File: config.mk
export PLATFORM = sky130hd
export DESIGN_NAME = score_rank_ctrl
export DESIGN_NICKNAME = d
export VERILOG_FILES = /design/src/rtl/score_pkg.sv /design/src/rtl/score_table.sv /design/src/rtl/score_rank_ctrl.sv
export SDC_FILE = /design/constraint.sdc
export NUM_CORES = 1
export LEC_CHECK = 0
export BUFFER_PORTS_ARGS = -buffer_cell sky130_fd_sc_hd__buf_4
export CORE_MARGIN = 8
export CORE_UTILIZATION = 45
export CTS_CLUSTER_DIAMETER = 40
export DETAILED_ROUTE_END_ITERATION = 16
export PLACE_DENSITY = 0.76
export RECOVER_POWER = 50
export SETUP_SLACK_MARGIN = 0.2
export SLEW_MARGIN = 10
export SYNTH_ARGS = -nofsm -noshare
export SYNTH_HDL_FRONTEND = slang
export SYNTH_SLANG_ARGS = --single-unit
File: constraint.sdc
create_clock -name clk -period 15.4 [get_ports clk]
set_clock_uncertainty 0.05 [all_clocks]
set_input_delay 2.31 -clock clk [delete_from_list [all_inputs] [get_ports clk]]
set_output_delay 2.31 -clock clk [all_outputs]
set_load 0.02 [all_outputs]
File: src/rtl/score_pkg.sv
// score_pkg: shared constants, state encoding and helpers for the leaderboard
// controller (score_rank_ctrl) and its storage (score_table).
package score_pkg;

  localparam int SCORE_W    = 10;
  localparam int USERS      = 8;
  localparam int SONGS      = 3;
  localparam int USER_W     = $clog2(USERS);
  localparam int RANK_W     = $clog2(USERS);
  localparam int SONG_IDX_W = $clog2(SONGS);

  localparam logic [SONGS-1:0] SONG_LITTLESTAR     = 3'b001;
  localparam logic [SONGS-1:0] SONG_JILEJINGTU     = 3'b010;
  localparam logic [SONGS-1:0] SONG_CHUNXIAQIUDONG = 3'b100;

  typedef enum logic [1:0] {
    IDLE = 2'd0,
    SCAN = 2'd1,
    DONE = 2'd2
  } state_t;

  // True when exactly one bit of the song select is set.
  function automatic logic is_onehot(input logic [SONGS-1:0] sel);
    return (sel != {SONGS{1'b0}}) && ((sel & (sel - SONGS'(1))) == {SONGS{1'b0}});
  endfunction

  // Row index of a one-hot song select; non-one-hot values map to row 0 and
  // must be filtered with is_onehot by the caller.
  function automatic logic [SONG_IDX_W-1:0] song_idx(input logic [SONGS-1:0] sel);
    logic [SONG_IDX_W-1:0] idx;
    case (sel)
      SONG_LITTLESTAR:     idx = 2'd0;
      SONG_JILEJINGTU:     idx = 2'd1;
      SONG_CHUNXIAQIUDONG: idx = 2'd2;
      default:             idx = 2'd0;
    endcase
    return idx;
  endfunction

endpackage

File: src/rtl/score_table.sv
// score_table: SONGS x USERS array of SCORE_W-bit scores.
//   clk, rst               clock, async active-high reset (clears the table)
//   wr_en/wr_song/wr_user/wr_score   write port (song as row index)
//   rd_song/rd_user -> rd_score      scan read port
//   tg_song/tg_user -> tg_score      target lookup port for query acceptance
//   scores_song0/1/2       flattened rows, user u at [u*SCORE_W +: SCORE_W]
// Build option: SCORE_KEEP_BEST_EN -- when defined, a write only lands if the
// new score is strictly greater than the stored one (personal best).
module score_table
  import score_pkg::*;
(
  input  logic                        clk,
  input  logic                        rst,
  input  logic                        wr_en,
  input  logic [SONG_IDX_W-1:0]       wr_song,
  input  logic [USER_W-1:0]           wr_user,
  input  logic [SCORE_W-1:0]          wr_score,
  input  logic [SONG_IDX_W-1:0]       rd_song,
  input  logic [USER_W-1:0]           rd_user,
  output logic [SCORE_W-1:0]          rd_score,
  input  logic [SONG_IDX_W-1:0]       tg_song,
  input  logic [USER_W-1:0]           tg_user,
  output logic [SCORE_W-1:0]          tg_score,
  output logic [USERS*SCORE_W-1:0]    scores_song0,
  output logic [USERS*SCORE_W-1:0]    scores_song1,
  output logic [USERS*SCORE_W-1:0]    scores_song2
);

  logic [SCORE_W-1:0] mem_r [SONGS][USERS];
  logic               wr_do_s;

`ifdef SCORE_KEEP_BEST_EN
  assign wr_do_s = wr_en && (wr_score > mem_r[wr_song][wr_user]);
`else
  assign wr_do_s = wr_en;
`endif

  // Score storage: cleared on reset, single write port.
  always_ff @(posedge clk or posedge rst) begin
    if (rst) begin
      for (int s = 0; s < SONGS; s++) begin
        for (int u = 0; u < USERS; u++) begin
          mem_r[s][u] <= {SCORE_W{1'b0}};
        end
      end
    end else if (wr_do_s) begin
      mem_r[wr_song][wr_user] <= wr_score;
    end
  end

  assign rd_score = mem_r[rd_song][rd_user];
  assign tg_score = mem_r[tg_song][tg_user];

  for (genvar u = 0; u < USERS; u++) begin : g_flat
    assign scores_song0[u*SCORE_W +: SCORE_W] = mem_r[0][u];
    assign scores_song1[u*SCORE_W +: SCORE_W] = mem_r[1][u];
    assign scores_song2[u*SCORE_W +: SCORE_W] = mem_r[2][u];
  end

endmodule

File: src/rtl/score_rank_ctrl.sv
// score_rank_ctrl: per-song leaderboard owner. Arbitrates score updates
// (fixed priority) against rank queries and computes a user's rank with a
// serial USERS-step scan over a frozen table.
//   clk, rst                     clock, async active-high reset
//   upd_valid/upd_ready          update handshake; upd_song one-hot,
//   upd_user, upd_score          slot and new score
//   q_req/q_ready                query handshake; q_song one-hot, q_user
//   q_done                       one-cycle pulse, results valid from then on
//   q_bad                        last completed query had a bad song select
//   rank, user_score, best_score held query results
//   scores_song0/1/2             flattened score rows
// Build option: SCORE_KEEP_BEST_EN (see score_table) keeps personal bests.
module score_rank_ctrl
  import score_pkg::*;
(
  input  logic                     clk,
  input  logic                     rst,
  input  logic                     upd_valid,
  output logic                     upd_ready,
  input  logic [SONGS-1:0]         upd_song,
  input  logic [USER_W-1:0]        upd_user,
  input  logic [SCORE_W-1:0]       upd_score,
  input  logic                     q_req,
  output logic                     q_ready,
  input  logic [SONGS-1:0]         q_song,
  input  logic [USER_W-1:0]        q_user,
  output logic                     q_done,
  output logic                     q_bad,
  output logic [RANK_W-1:0]        rank,
  output logic [SCORE_W-1:0]       user_score,
  output logic [SCORE_W-1:0]       best_score,
  output logic [USERS*SCORE_W-1:0] scores_song0,
  output logic [USERS*SCORE_W-1:0] scores_song1,
  output logic [USERS*SCORE_W-1:0] scores_song2
);

  state_t                  state_r;
  state_t                  state_next_s;
  logic                    upd_ready_s;
  logic                    q_ready_s;
  logic                    upd_acc_s;
  logic                    q_acc_s;
  logic                    q_ok_s;

  logic [SONG_IDX_W-1:0]   song_idx_r;
  logic [USER_W-1:0]       k_r;
  logic [RANK_W-1:0]       cnt_r;
  logic [SCORE_W-1:0]      max_r;
  logic [SCORE_W-1:0]      target_r;

  logic [SCORE_W-1:0]      scan_entry_s;
  logic [SCORE_W-1:0]      tg_score_s;
  logic                    gt_s;
  logic                    scan_last_s;
  logic [RANK_W-1:0]       cnt_next_s;
  logic [SCORE_W-1:0]      max_next_s;

  logic                    q_done_r;
  logic                    q_bad_r;
  logic [RANK_W-1:0]       rank_r;
  logic [SCORE_W-1:0]      user_score_r;
  logic [SCORE_W-1:0]      best_r;

  assign q_ok_s = is_onehot(q_song);

  score_table u_table (
    .clk          (clk),
    .rst          (rst),
    .wr_en        (upd_acc_s && is_onehot(upd_song)),
    .wr_song      (song_idx(upd_song)),
    .wr_user      (upd_user),
    .wr_score     (upd_score),
    .rd_song      (song_idx_r),
    .rd_user      (k_r),
    .rd_score     (scan_entry_s),
    .tg_song      (song_idx(q_song)),
    .tg_user      (q_user),
    .tg_score     (tg_score_s),
    .scores_song0 (scores_song0),
    .scores_song1 (scores_song1),
    .scores_song2 (scores_song2)
  );

  // Scan step: the target never beats itself, so cnt cannot pass USERS-1.
  assign gt_s        = scan_entry_s > target_r;
  assign cnt_next_s  = cnt_r + {{(RANK_W-1){1'b0}}, gt_s};
  assign max_next_s  = (scan_entry_s > max_r) ? scan_entry_s : max_r;
  assign scan_last_s = (k_r == USER_W'(USERS-1));

  // FSM state register.
  always_ff @(posedge clk or posedge rst) begin
    if (rst) begin
      state_r <= IDLE;
    end else begin
      state_r <= state_next_s;
    end
  end

  // Next state and handshakes; an update blocks a query in the same cycle.
  always_comb begin
    state_next_s = state_r;
    upd_ready_s  = 1'b0;
    q_ready_s    = 1'b0;
    upd_acc_s    = 1'b0;
    q_acc_s      = 1'b0;
    case (state_r)
      IDLE: begin
        upd_ready_s = 1'b1;
        q_ready_s   = ~upd_valid;
        upd_acc_s   = upd_valid;
        q_acc_s     = q_req && ~upd_valid;
        if (q_acc_s) begin
          state_next_s = q_ok_s ? SCAN : DONE;
        end else begin
          state_next_s = IDLE;
        end
      end
      SCAN: begin
        if (scan_last_s) begin
          state_next_s = DONE;
        end else begin
          state_next_s = SCAN;
        end
      end
      DONE:    state_next_s = IDLE;
      default: state_next_s = IDLE;
    endcase
  end

  // Scan datapath and registered query results.
  always_ff @(posedge clk or posedge rst) begin
    if (rst) begin
      song_idx_r   <= {SONG_IDX_W{1'b0}};
      k_r          <= {USER_W{1'b0}};
      cnt_r        <= {RANK_W{1'b0}};
      max_r        <= {SCORE_W{1'b0}};
      target_r     <= {SCORE_W{1'b0}};
      q_done_r     <= 1'b0;
      q_bad_r      <= 1'b0;
      rank_r       <= {RANK_W{1'b0}};
      user_score_r <= {SCORE_W{1'b0}};
      best_r       <= {SCORE_W{1'b0}};
    end else begin
      case (state_r)
        IDLE: begin
          q_done_r <= 1'b0;
          if (q_acc_s) begin
            song_idx_r <= song_idx(q_song);
            target_r   <= tg_score_s;
            k_r        <= {USER_W{1'b0}};
            cnt_r      <= {RANK_W{1'b0}};
            max_r      <= {SCORE_W{1'b0}};
            // A bad select skips the scan and completes on the next cycle.
            if (!q_ok_s) begin
              q_done_r     <= 1'b1;
              q_bad_r      <= 1'b1;
              rank_r       <= {RANK_W{1'b0}};
              user_score_r <= {SCORE_W{1'b0}};
              best_r       <= {SCORE_W{1'b0}};
            end
          end
        end
        SCAN: begin
          k_r   <= k_r + USER_W'(1);
          cnt_r <= cnt_next_s;
          max_r <= max_next_s;
          if (scan_last_s) begin
            q_done_r     <= 1'b1;
            q_bad_r      <= 1'b0;
            rank_r       <= cnt_next_s;
            user_score_r <= target_r;
            best_r       <= max_next_s;
          end else begin
            q_done_r <= 1'b0;
          end
        end
        DONE:    q_done_r <= 1'b0;
        default: q_done_r <= 1'b0;
      endcase
    end
  end

  assign upd_ready  = upd_ready_s;
  assign q_ready    = q_ready_s;
  assign q_done     = q_done_r;
  assign q_bad      = q_bad_r;
  assign rank       = rank_r;
  assign user_score = user_score_r;
  assign best_score = best_r;

endmodule

==> metrics.txt, run 1 <==
status finished with violations; violated checks max-capacitance violations, max-slew violations; CTS tree built; vias in the first global route about 12,000; Final Cell Area 18,900 µm²; Antenna Nets Post-Route 0; critical hold path startpoint rank[0]$_DFFE_PP0P_; initial antenna violation count 0; ys async rst share between 90% and 100%; worst vdd ir about 110 µV; Worst-Margin Slew 6.33 ns; relative slew slack -325%; worst stage delay on the critical path about 3.5 ns; routability cong. around 0.85; RSZ-0062 raised after global routing no; GR Overflow Total 0; CTS root buffer clkbuf_16; max-cap viol count 1; H-tree Lvls 2; HPWL after detailed placement between 30 and 40 mm; Ys Warns 0; die area approximately 42,000 µm²; number of I/O pins 293; Synth Cell Area about 16,000 µm²; critical path startpoint category input port; IO Port Bufs between 200 and 300; area grow syn2layout 19.1%; Starting Density 45.2%; period utilization around 47%; Setup-failing EPs final 0; CTS Hold Bufs 0; setup TNS 0 ns; average cell area after synthesis around 14 µm²; Final Critical Period approximately 7.3 ns; Synth Net Count 1,176; Buf/Inv on CP 2; Via Count 11,831; Seq/Total Area, Yosys a little under half; 1st-iter DRT viols 1,011; Hold Path Class reg -> reg; Setup crit end kind asynchronous set/reset pin; worst r2r src k_r[0]$_DFFE_PP0P_; clk buf depth 3; critical path cell sequence clkbuf_4, clkinvlp_2; critical path data required time between 10 and 15 ns; Leakage Power approximately 8.6 nW; CP Class in -> async; WL final approximately 57 mm; Placement Rows between 60 and 70; Syn Inst Count around 1,100; Final nets about 1,500; gr usage total 27.0%; Fill cells just over 3,000; Fmax 137 MHz; CP max stage cell clkinvlp_2; postcts setup bufs 0; # DRC 0; cts bufs inserted 43; number of synthesized flops with an enable pin 0; Setup crit start rst; die width 204 µm; n_diodes 0; Primary FF master, synth dfrtp_1; share of layout cells above drive strength 1 roughly 40%; clock latency on the worst-skew pair around 0.55 ns; top cell family by delay on the critical path buffers and inverters; via/cell ratio between 6 and 7; CTS resizes 0; CP Max Fanout roughly 140; core region area between 30,000 and 40,000 µm²; Fin. Hold Viols 0; die height just over 200 µm; P per Cell Area between 150 and 200 nW/µm²; flops & latches, synth roughly 300; DR pass1 iterations 5; Clock Sinks roughly 300; first-pass GRT wire length 83.6 mm; Wirelength per Cell between 30 and 40 µm; Synth cell types 61; Worst EP arrival approximately 6 ns; largest net degree at the start of global routing 139; clock-pin slew on the worst setup and hold paths 0.06 ns; Slew Limit Fails ~140; dpl cell area 18,400 µm²
-- worst paths after layout --
path                                                        endpoint  slack [ns]  depth (start not counted)
worst max-delay path                              k_r[0]$_DFFE_PP0P_        8.11                          2
worst min-delay path                             rank[0]$_DFFE_PP0P_        0.42                          2
worst max register to register             best_score[5]$_DFFE_PP0P_       10.37                         12
worst min register to register                   rank[0]$_DFFE_PP0P_        0.42                          2
max in group clk                                             q_ready       10.31                          3
min in group asynchronous       u_table.scores_song1[40]$_DFFE_PP0P_        3.72                          2
-- worst reg2reg max path: stages (launching register included) --
cell,delay (ns)
dfrtp_4,0.76
buf_4,0.57
mux4_2,0.63
mux2i_1,0.17
nor2_1,0.07
nor3_2,0.52
inv_1,0.15
ha_1,0.35
a211oi_1,0.22
nor2_1,0.08
a2111oi_1,0.62
o21ai_1,0.43
o221ai_1,0.31
-- where the power goes --
| group | internal (mW) | total [mW] | switching (mW) |
|---|---|---|---|
| Clock | 0.640 | 1.04 | 0.401 |
| Combinational | 0.438 | 1.04 | 0.605 |
| Sequential | 0.916 | 1.11 | 0.196 |
| Total | 1.99 | 3.20 | 1.20 |
-- layout make-up --
cell class / count / area, µm² / share of cell area [%]
clock buffer: 46 / 1120 / 5.90
clock inverter: 34 / 402 / 2.12
inverter: 35 / 133 / 0.701
multi-input combinational: 721 / 7790 / 41.2
sequential: 295 / 7390 / 39.0
tap: 461 / 577 / 3.05
timing repair buffer: 306 / 1520 / 8.01
-- synthesized netlist by cell type, drive strengths merged (2+ instances only) --
cell type | instances | area, µm²
a21o | 2 | 15.0
o31ai | 2 | 15.0
dfrtp | 295 | 7380
a21oi | 20 | 100
nor4b | 4 | 41.3
mux4 | 110 | 2480
o2111ai | 3 | 26.3
nor3b | 5 | 52.6
nand2b | 5 | 31.3
nand3 | 14 | 70.1
nor2 | 43 | 166
and3b | 2 | 17.5
nand2 | 78 | 465
o22ai | 5 | 31.3
o221ai | 10 | 87.6
inv | 35 | 131
a211oi | 6 | 55.1
a22oi | 8 | 60.1
or3b | 3 | 26.3
mux2i | 47 | 470
buf | 44 | 303
nor2b | 7 | 43.8
o21ai | 15 | 75.1
o211a | 4 | 40.0
clkbuf | 31 | 118
mux2 | 242 | 2770
a22o | 18 | 158
and3 | 4 | 25.0
ha | 24 | 300
o211ai | 3 | 22.5
a221oi | 6 | 52.6
nor3 | 13 | 110
o21a | 3 | 22.5
nand4 | 4 | 25.0
-- sequential cells by signal (all words and copies together), names as in the netlist --
signal                cells
best_score               10
u_table.scores_song1     80
u_table.scores_song0     80
q_bad                     1
q_done                    1
song_idx_r                2
rank                      3
state_r                   2
k_r                       3
u_table.scores_song2     80
max_r                    10
user_score               10
target_r                 10
cnt_r                     3
-- metal layers --
metal	vias up	part of all wire [%]	global-route usage, %
li1	4858	-	-
met5	-	0	0
met1	6184	38	34.0
met3	153	10	8.72
met4	0	4.4	10.8
met2	636	47	42.9
-- cell families after synthesis --
| kind of cell | Yosys count | share of synthesized area, % |
|---|---|---|
| muxes | 399 | 36.0 |
| DFF | 295 | 46.5 |
| and+or+nand+nor | 187 | 7.03 |
| buffers and inverters | 110 | 3.47 |
| AOI/OAI and AO/OA | 109 | 5.06 |
| adders and majority gates | 24 | 1.89 |
| xor gates and xnor gates | 2 | 0.110 |
-- through the flow --
stage          power, mW  utilization (%)  hold slack (ns)  instances  setup slack (ns)
5_1_grt             3.32             53.9            0.472       1898              6.98
2_1_floorplan       1.79                -            0.402       1126              4.89
3_3_place_gp        2.20             52.3            0.415       1818             10.27
4_1_cts             3.27             56.7            0.435       1898             10.30
3_5_place_dp        2.23             52.3            0.422       1818             10.31
6_report            3.20             53.9            0.424       1898              8.11
-- cells in the final DEF, fill, tap and decap left out, drive strengths merged, types with 7 or more instances in the layout --
cell,n
ha,24
mux2i,47
nor2,43
mux4,110
a22oi,8
dfrtp,295
o221ai,10
buf,97
mux2,242
a21oi,20
a22o,18
clkbuf,255
clkinvlp,8
nor2b,7
inv,49
o21ai,15
nand2,78
nor3,13
nand3,14
Power figures use the tool's default switching activity.
==> run 2, diff against run 1 <==
Clock period 15.4 ns to 7.31 ns, I/O delays scaled along.
==> run 2 against run 1 <==
Utilization rose by 0.92 points. Register-to-register slack got worse by 8.6 ns. Wire length up 0.76%. Largest cell class unchanged. Via count is 1.0% lower. Final cell count is essentially flat. The flow still finishes with violations (max-capacitance violations, max-slew violations). Critical path type is now reg -> reg. Critical path depth up 10. Count of clock-buffer cells in the layout rose by 4. Worst setup slack got worse by 6.3 ns.
==> metrics.txt, run 2 (synthesis gave the netlist of run 1 again) <==
Setup-failing EPs final 0 (unchanged); Final nets 1,453 (+0.069%); largest net degree at the start of global routing 129 (-7.2%); Register Area 7380 µm² (about the same); critical path startpoint category flop; critical path cell sequence buf_4, mux4_2, mux2i_1, nor2_1, nor3_2, inv_1, ha_1, nand4_1, a211oi_1, a2111oi_1, nor3_2, mux2i_1; max-cap viol count 3 (+2); Placement Rows 69 (unchanged); vias in the first global route 12,336 (+1.2%); RSZ-0062 raised after global routing no; WL final 57.6 mm (+0.76%); die area 41,600 µm² (unchanged); Final Critical Period between 5 and 6 ns; Wirelength per Cell 30.4 µm (+0.81%); Slew Limit Fails 223 (+60%); most frequent cells in the layout 293 x dfrtp_1, 227 x mux2_2, 174 x buf_4; first-pass GRT wire length 84.9 mm (+1.6%); postcts setup bufs 0 (unchanged); relative slew slack -142% (+180 points); cts bufs inserted 44 (+2.3%); CP max stage cell dfrtp_1; # DRC 0 (unchanged); violated checks max-capacitance violations, max-slew violations; gr usage total 27.3% (+0.29 points); dpl cell area 18,400 µm² (about the same); CP Max Fanout 29 (-79%); Fill cells 2,992 (-2.2%); worst r2r src k_r[0]$_DFFE_PP0P_; DR WL met3 5.48 mm (-7.2%); DR pass1 iterations 5 (unchanged); Fmax 181 MHz; 1st-iter DRT viols 909 (-10%); Worst EP arrival 5.91 ns (-0.11 ns); IO Port Bufs 292 (unchanged); share of layout cells above drive strength 1 44.2% (+5.2 points); CP Class reg -> reg; clock latency on the worst-skew pair 0.54 ns (about the same); CTS root buffer clkbuf_16; commonest non-fill, non-tap cell in the layout dfrtp_1; n_diodes 0 (unchanged); worst vdd ir 199 µV (+78%); P per Cell Area 352 nW/µm² (+110%); routability cong. 0.887 (+4.7%); setup TNS 0 ns (unchanged); clk buf depth 3 (unchanged); Fin. Hold Viols 0 (unchanged); worst stage delay on the critical path 1.39 ns (-2.08 ns); CTS Hold Bufs 0 (unchanged); met1 WL 22.6 mm (+4.0%); core region area 35,100 µm² (unchanged); Final Cell Area 19,200 µm² (+1.7%); DR WL met2 26.7 mm (-0.84%); Antenna Nets Post-Route 0 (unchanged); Starting Density 45.2% (unchanged); Setup crit start k_r[0]$_DFFE_PP0P_; initial antenna violation count 0 (unchanged); Setup crit end kind flop; top cell family by delay on the critical path simple AND/OR/NAND/NOR gates; area grow syn2layout 21.1%; Via Count 11,712 (-1.0%); Leakage Power 8.95 nW (+4.0%); Buf/Inv on CP 2 (unchanged); Hold Path Class reg -> reg; HPWL after detailed placement 39.3 mm (+1.5%); Clock Sinks 295 (unchanged); CTS resizes 0 (unchanged); clock-pin slew on the worst setup and hold paths 0.06 ns (about the same); CTS tree built; footprint of the multi-input gates 7790 µm² (about the same); die width 204 µm (unchanged); critical hold path startpoint cnt_r[1]$_DFFE_PP0P_; Worst-Margin Slew 3.64 ns (-2.70 ns); Highest Signal Layer met4; via/cell ratio 6.17 (-0.95%); GR Overflow Total 0 (unchanged); period utilization between 70 and 80%; number of I/O pins 293 (unchanged); H-tree Lvls 2 (unchanged); status finished with violations; critical path data required time 7.71 ns (-6.42 ns); die height 204 µm (unchanged)
==> run 2: cell count changes in the layout (fill, tap and decap cells not counted), sizes merged <==
cell,previous run,this run
buf,97,174
clkbuf,255,182
clkinv,6,8
clkinvlp,8,7
inv,49,43
==> run 2: power by group <==
group	switching [mW]	internal (mW)	leakage [nW]	total (mW)
registers	0.442	1.93	3.98	2.37
logic	1.21	0.975	4.21	2.18
clock network	0.831	1.40	0.750	2.23
==> run 2: worst reg2reg max path: cells and delay by family, from the launching register on <==
| family | cells | cell delay, ns |
|---|---|---|
| buffers and inverters | 2 | 0.73 |
| muxes | 3 | 1.06 |
| AOI/OAI and AO/OA | 2 | 0.38 |
| DFF | 1 | 1.39 |
| adders and majority gates | 1 | 0.33 |
| and+or+nand+nor | 4 | 1.50 |
==> run 2: cell type report <==
class,instances,area share (%)
clock buffer,50,6.16
inverter,35,0.689
multi-input combinational,721,40.5
tap,461,3.00
timing repair buffer,306,9.37
sequential,295,38.4
clock inverter,29,1.91
==> run 2: through the flow <==
step | total power [mW] | cells | utilization, % | hold slack [ns] | worst slack [ns]
floorplan | 3.77 | 1126 | - | 0.402 | 2.25
global placement | 4.61 | 1818 | 52.4 | 0.417 | 2.70
detailed placement | 4.66 | 1818 | 52.4 | 0.430 | 2.53
CTS | 6.90 | 1897 | 56.8 | 0.442 | 2.47
global route | 7.08 | 1897 | 54.8 | 0.449 | 1.30
finish | 6.78 | 1897 | 54.8 | 0.442 | 1.80
==> run 2: path summary, 6_finish.rpt <==
check | endpoint | slack, ns | cells past startpoint
worst max-delay path | max_r[3]$_DFFE_PP0P_ | 1.80 | 12
worst max register to register | max_r[3]$_DFFE_PP0P_ | 1.80 | 12
worst min-delay path | cnt_r[1]$_DFFE_PP0P_ | 0.44 | 2
max in group asynchronous | u_table.scores_song2[22]$_DFFE_PP0P_ | 2.44 | 3
worst min register to register | cnt_r[1]$_DFFE_PP0P_ | 0.44 | 2
min in group asynchronous | state_r[0]$_DFF_PP0_ | 0.76 | 2
==> run 2: routing by layer <==
layer  global-route usage [%]  vias up
met5                        0        -
met4                     12.1        0
met3                     8.70      160
met2                     42.6      608
met1                     34.6     6087
li1                         -     4857
